### config.mk
export PLATFORM = sky130hd
export DESIGN_NAME = pc_exception_sequencer
export DESIGN_NICKNAME = d
export VERILOG_FILES = /design/src/rtl/pc_exception_sequencer.sv
export SDC_FILE = /design/constraint.sdc
export NUM_CORES = 1
export LEC_CHECK = 0
export CORE_MARGIN = 5
export CORE_UTILIZATION = 35
export CTS_CLUSTER_DIAMETER = 50
export DETAILED_ROUTE_END_ITERATION = 10
export PLACE_DENSITY = 0.76
export SETUP_SLACK_MARGIN = 0.5
export SYNTH_ARGS = -nofsm -noshare
export SYNTH_HDL_FRONTEND = slang
export SYNTH_SLANG_ARGS = --single-unit
export TNS_END_PERCENT = 100
### constraint.sdc
create_clock -name clk_i -period 1.3 [get_ports clk_i]
set_input_delay 0.13 -clock clk_i [delete_from_list [all_inputs] [get_ports clk_i]]
set_output_delay 0.13 -clock clk_i [all_outputs]
set_load 0.03 [all_outputs]
### src/rtl/pc_exception_sequencer.sv
// PC-path owner for the multicycle datapath: forwards main-control PC requests in IDLE and
// sequences exception entry (EPC save, vector fetch, PC load) and RTE. Option: EXC_NEST_LOCK_EN.
module pc_exception_sequencer #(
   parameter int         MEM_LAT    = 1,
   parameter logic [7:0] VEC_OPCODE = 8'd253,
   parameter logic [7:0] VEC_OVF    = 8'd254,
   parameter logic [7:0] VEC_DIV    = 8'd255
) (
   input  logic       clk_i,
   input  logic       reset_n_i,
   input  logic [2:0] pc_src_req_i,
   input  logic       pc_write_req_i,
   input  logic       exc_opcode_i,
   input  logic       exc_overflow_i,
   input  logic       exc_divzero_i,
   input  logic       rte_req_i,
   output logic [2:0] pc_source_o,
   output logic       pc_write_o,
   output logic       epc_write_o,
   output logic       alu_epc_sel_o,
   output logic       exc_addr_sel_o,
   output logic [7:0] exc_mem_addr_o,
   output logic       mem_read_o,
   output logic       busy_o,
   output logic       in_handler_o,
   output logic [1:0] exc_cause_o
`ifdef EXC_NEST_LOCK_EN
   ,
   output logic       double_fault_o
`endif
);

   localparam logic [2:0] S_IDLE     = 3'd0;
   localparam logic [2:0] S_SAVE_EPC = 3'd1;
   localparam logic [2:0] S_FETCH    = 3'd2;
   localparam logic [2:0] S_LOAD_PC  = 3'd3;
   localparam logic [2:0] S_RTE      = 3'd4;

   localparam int CW = (MEM_LAT > 1) ? $clog2(MEM_LAT) : 1;

   logic [2:0]    state_q, state_d;
   logic [1:0]    cause_q, cause_d;
   logic [1:0]    pend_q, pend_d;
   logic          in_handler_q, in_handler_d;
   logic [CW-1:0] cnt_q, cnt_d;
   logic [7:0]    vec_q, vec_d;
   logic          exc_any;
   logic          take_exc;
   logic [1:0]    req_cause;

   assign exc_any = exc_opcode_i | exc_overflow_i | exc_divzero_i;

   always_comb begin
      req_cause = 2'd3;
      if (exc_opcode_i)
         req_cause = 2'd1;
      else if (exc_overflow_i)
         req_cause = 2'd2;
   end

`ifdef EXC_NEST_LOCK_EN
   logic df_q, df_d;
   assign take_exc       = exc_any & ~in_handler_q;
   assign double_fault_o = df_q;
`else
   assign take_exc = exc_any;
`endif

   function automatic logic [7:0] vec_of(input logic [1:0] c);
      case (c)
         2'd1:    vec_of = VEC_OPCODE;
         2'd2:    vec_of = VEC_OVF;
         default: vec_of = VEC_DIV;
      endcase
   endfunction

   always_comb begin
      state_d      = state_q;
      cause_d      = cause_q;
      pend_d       = pend_q;
      in_handler_d = in_handler_q;
      cnt_d        = cnt_q;
      vec_d        = vec_q;
`ifdef EXC_NEST_LOCK_EN
      df_d         = df_q;
`endif
      case (state_q)
         S_IDLE: begin
            if (take_exc) begin
               pend_d  = req_cause;
               state_d = S_SAVE_EPC;
            end
`ifdef EXC_NEST_LOCK_EN
            else if (exc_any)
               df_d = 1'b1;
`endif
            else if (rte_req_i)
               state_d = S_RTE;
         end
         S_SAVE_EPC: begin
            cause_d      = pend_q;
            in_handler_d = 1'b1;
            cnt_d        = CW'(MEM_LAT - 1);
            vec_d        = vec_of(pend_q);
            state_d      = S_FETCH;
         end
         S_FETCH: begin
            if (cnt_q == '0)
               state_d = S_LOAD_PC;
            else
               cnt_d = cnt_q - CW'(1);
         end
         S_LOAD_PC: state_d = S_IDLE;
         S_RTE: begin
            in_handler_d = 1'b0;
            state_d      = S_IDLE;
         end
         default: state_d = S_IDLE;
      endcase
   end

   always_ff @(posedge clk_i or negedge reset_n_i) begin
      if (!reset_n_i) begin
         state_q      <= S_IDLE;
         cause_q      <= 2'd0;
         pend_q       <= 2'd0;
         in_handler_q <= 1'b0;
         cnt_q        <= '0;
         vec_q        <= 8'd0;
`ifdef EXC_NEST_LOCK_EN
         df_q         <= 1'b0;
`endif
      end else begin
         state_q      <= state_d;
         cause_q      <= cause_d;
         pend_q       <= pend_d;
         in_handler_q <= in_handler_d;
         cnt_q        <= cnt_d;
         vec_q        <= vec_d;
`ifdef EXC_NEST_LOCK_EN
         df_q         <= df_d;
`endif
      end
   end

   // Strobes are gated by reset so the IDLE pass-through cannot leak while reset is held.
   always_comb begin
      pc_source_o    = 3'd0;
      pc_write_o     = 1'b0;
      epc_write_o    = 1'b0;
      alu_epc_sel_o  = 1'b0;
      exc_addr_sel_o = 1'b0;
      mem_read_o     = 1'b0;
      busy_o         = 1'b0;
      if (reset_n_i) begin
         case (state_q)
            S_IDLE: begin
               if (pc_src_req_i <= 3'd4) begin
                  pc_source_o = pc_src_req_i;
                  pc_write_o  = pc_write_req_i & ~exc_any;
               end
            end
            S_SAVE_EPC: begin
               epc_write_o   = 1'b1;
               alu_epc_sel_o = 1'b1;
               busy_o        = 1'b1;
            end
            S_FETCH: begin
               exc_addr_sel_o = 1'b1;
               mem_read_o     = 1'b1;
               busy_o         = 1'b1;
            end
            S_LOAD_PC: begin
               pc_source_o = 3'd3;
               pc_write_o  = 1'b1;
               busy_o      = 1'b1;
            end
            S_RTE: begin
               pc_source_o = 3'd4;
               pc_write_o  = 1'b1;
               busy_o      = 1'b1;
            end
            default: ;
         endcase
      end
   end

   assign exc_mem_addr_o = vec_q;
   assign exc_cause_o    = cause_q;
   assign in_handler_o   = in_handler_q;

endmodule

==> results.toml <==
[timing]
maxSlewHeadroom_pct = 83.1
max_slew.worst_pin.slew_ps = 251
final_max_slew_viol_count = 0
setup_violations = 15
fin_crit_sh_pct = 120
max_freq_ghz = 0.639
fin_crit_ps = 1570
setup_ws_ps = -265
finClkSkew_ps = 15.6
hold_viol_final = 0
rsz0062_at_grt = "yes"

[yosys]
yosys_warnings = 0
syn_avg_cell_area_um2 = 9.62
synthMuxAreaShare_pct = 4.66
syn_inst = 67
synthXorXnorAreaFrac_pct = 1.36
synth-simple-area-share_pct = 21.2
netlist_area_um2 = 644
synth_top_family_by_area = "simple AND/OR/NAND/NOR gates"
synth_compound_area_share_pct = 15.9
seq_area_frac_synth_pct = 42.7
synth_cell_types = 25
synthAdderAreaFrac_pct = 0
syn_nets = 77
ys_seq_elements = 11

[worst_setup_path]
cp.depth = 5
path_max_fanout = 6
arrival_ps = 1440
critPathCaptureType = "primary output"
reg2regPathDepth = 7
critical_path_class = "reg -> out"
cp_top_family = "flip-flops"
cp.required_ps = 1170
start_kind = "flop"
max_stage_delay_ps = 470
crit_slowest_cell = "dfrtp_2"
crit_path_cell_trace = "buf_4, nor3_4, nand2_1, a21oi_2, buf_6"
cp_num_buf_inv = 2

[drt]
routed.top_layer = "met3"
routed_wl_um = 2120
vias_per_cell = 4.64
wl_met3_um = 80
dr.pass1.iters = 2
met1_length_um = 855
drc = 0
wl_met2_um = 1180
vias = 724
ant_nets = 0
first_iter_violations = 2
wl_per_cell_um = 13.6

[cts]
tritoncts = "yes"
cts_num_sinks = 11
clkTransAtPathRegs_ps = 70
cts_root_buf = "clkbuf_4"
htree_levels = 1
ctsLongestPathBuffers = 2
numCtsBuffers = 3
clk_latency_ps = 280

[place]
placed_area_um2 = 1050
place_ws_ps = -219
io_buffer_count = 29
dp_hpwl_um = 1310
globalplace.congestion = 0.745

[global_route]
antenna_found_initial = 0
grt_pass1_vias = 685
grt_pass1_wl_um = 2930
grt_max_degree = 9
track_usage_pct = 14.4
overflow = 0

[floorplan]
die_area_um2 = 2800
start_util_pct = 36.9
die_h_um = 52.9
rows = 15
die-width_um = 52.9
fp.coreArea_um2 = 1750
ios = 30

[layout]
finalCoreUtilization_pct = 81.8
drive_gt1_share_pct = 71.0
diodes = 0
fin_area_um2 = 1430
nNetsFinal = 142
area_growth_pct = 122

[min_path]
hp-class = "in -> async"

[outcome]
status = "complete, but fails checks"
violations = "negative setup slack"

[pwr]
finalPower_mw = 3.14
leakagePower_nw = 0.643
ir_drop_mv = 1.43
power-per-cell-area_nw_per_um2 = 2200

[job]
drv_cap = 0
-- stage by stage --
| step | hold slack [ps] | instances | TNS, ps |
|---|---|---|---|
| floorplan | -166 | 67 | -117 |
| global placement | 465 | 128 | -331 |
| detailed placement | 450 | 128 | -346 |
| CTS | 176 | 147 | -1650 |
| global route | 187 | 156 | -3090 |
| finish | 198 | 156 | -2100 |
-- registers in the layout, summed over array words and instances (netlist names) --
register	count
exc_mem_addr_o	3
exc_cause_o	2
in_handler_o	1
pend_q	2
state_q	3
-- logic make-up (layout without fill, tap and decap cells) --
logic type,count (synthesis),in the layout
buf+inv,13,77
mux,2,2
simple gates,22,22
flops,11,11
compound gates,18,18
xor+xnor,1,1
-- path summary, 6_finish.rpt --
path                       startpoint                end  slack, ps
hold reg to reg             pend_q[1]     exc_cause_o[1]        500
min in group clk_i          rte_req_i         state_q[2]        450
setup / recovery           state_q[1]     pc_source_o[1]       -270
setup reg to reg           state_q[1]          pend_q[0]       -110
hold / removal              reset_n_i          pend_q[1]        200
max in group asynchronous   reset_n_i  exc_mem_addr_o[6]        910
-- synth_stat cells (all sizes together) --
cell	count	area [um^2]
xnor2	1	8.76
inv	3	11.3
nor3	4	31.3
a21boi	1	7.51
nand2	4	15.0
o21ai	7	35.0
or2	1	6.26
mux2	2	30.0
dfrtp	11	275
nor3b	1	18.8
nand4	1	6.26
a211oi	1	7.51
nand2b	1	6.26
and2	1	6.26
and3b	2	17.5
o22a	1	8.76
and3	1	6.26
a31oi	1	6.26
buf	10	80.1
a22oi	1	7.51
nor2	6	22.5
a21oi	6	30.0
-- power breakdown --
group / switching (mW) / internal (mW) / leakage, nW / total [mW]
clock: 0.128 / 0.119 / 0.0150 / 0.247
sequential: 0.174 / 0.479 / 0.118 / 0.653
combinational: 0.960 / 1.28 / 0.510 / 2.24
total: 1.26 / 1.87 / 0.643 / 3.14
-- metal layers --
layer / up-vias / track usage, %
li1: 357 / -
met4: 0 / 3.83
met3: 0 / 3.66
met5: - / 0
met2: 12 / 28.5
met1: 355 / 14.6
-- cell usage in the layout (no fill, tap or decap), types with 4 or more instances in the layout --
cell type / n
buf_4: 26
buf_6: 35
dfrtp_1: 7
a21oi_2: 5
nor2_1: 4
dfrtp_2: 4
clkdlybuf4s50_1: 9
nand2_1: 4
-- repair_timing --
| item | in CTS | in global routing |
|---|---|---|
| hold buffers | 0 | 0 |
| resized for setup | 108 | 15 |
| setup endpoints to repair | 31 | 31 |
| pin swaps | 6 | 8 |
| buffers inserted | 15 | 9 |
-- cell type report --
type	instances	area (um^2)
Tap cell	25	31.3
Timing Repair Buffer	70	679
Clock buffer	4	26.3
Inverter	3	16.3
Fill cell	103	318
Sequential cell	11	280
Multi-Input combinational cell	43	394
Power figures use the tool's default switching activity.
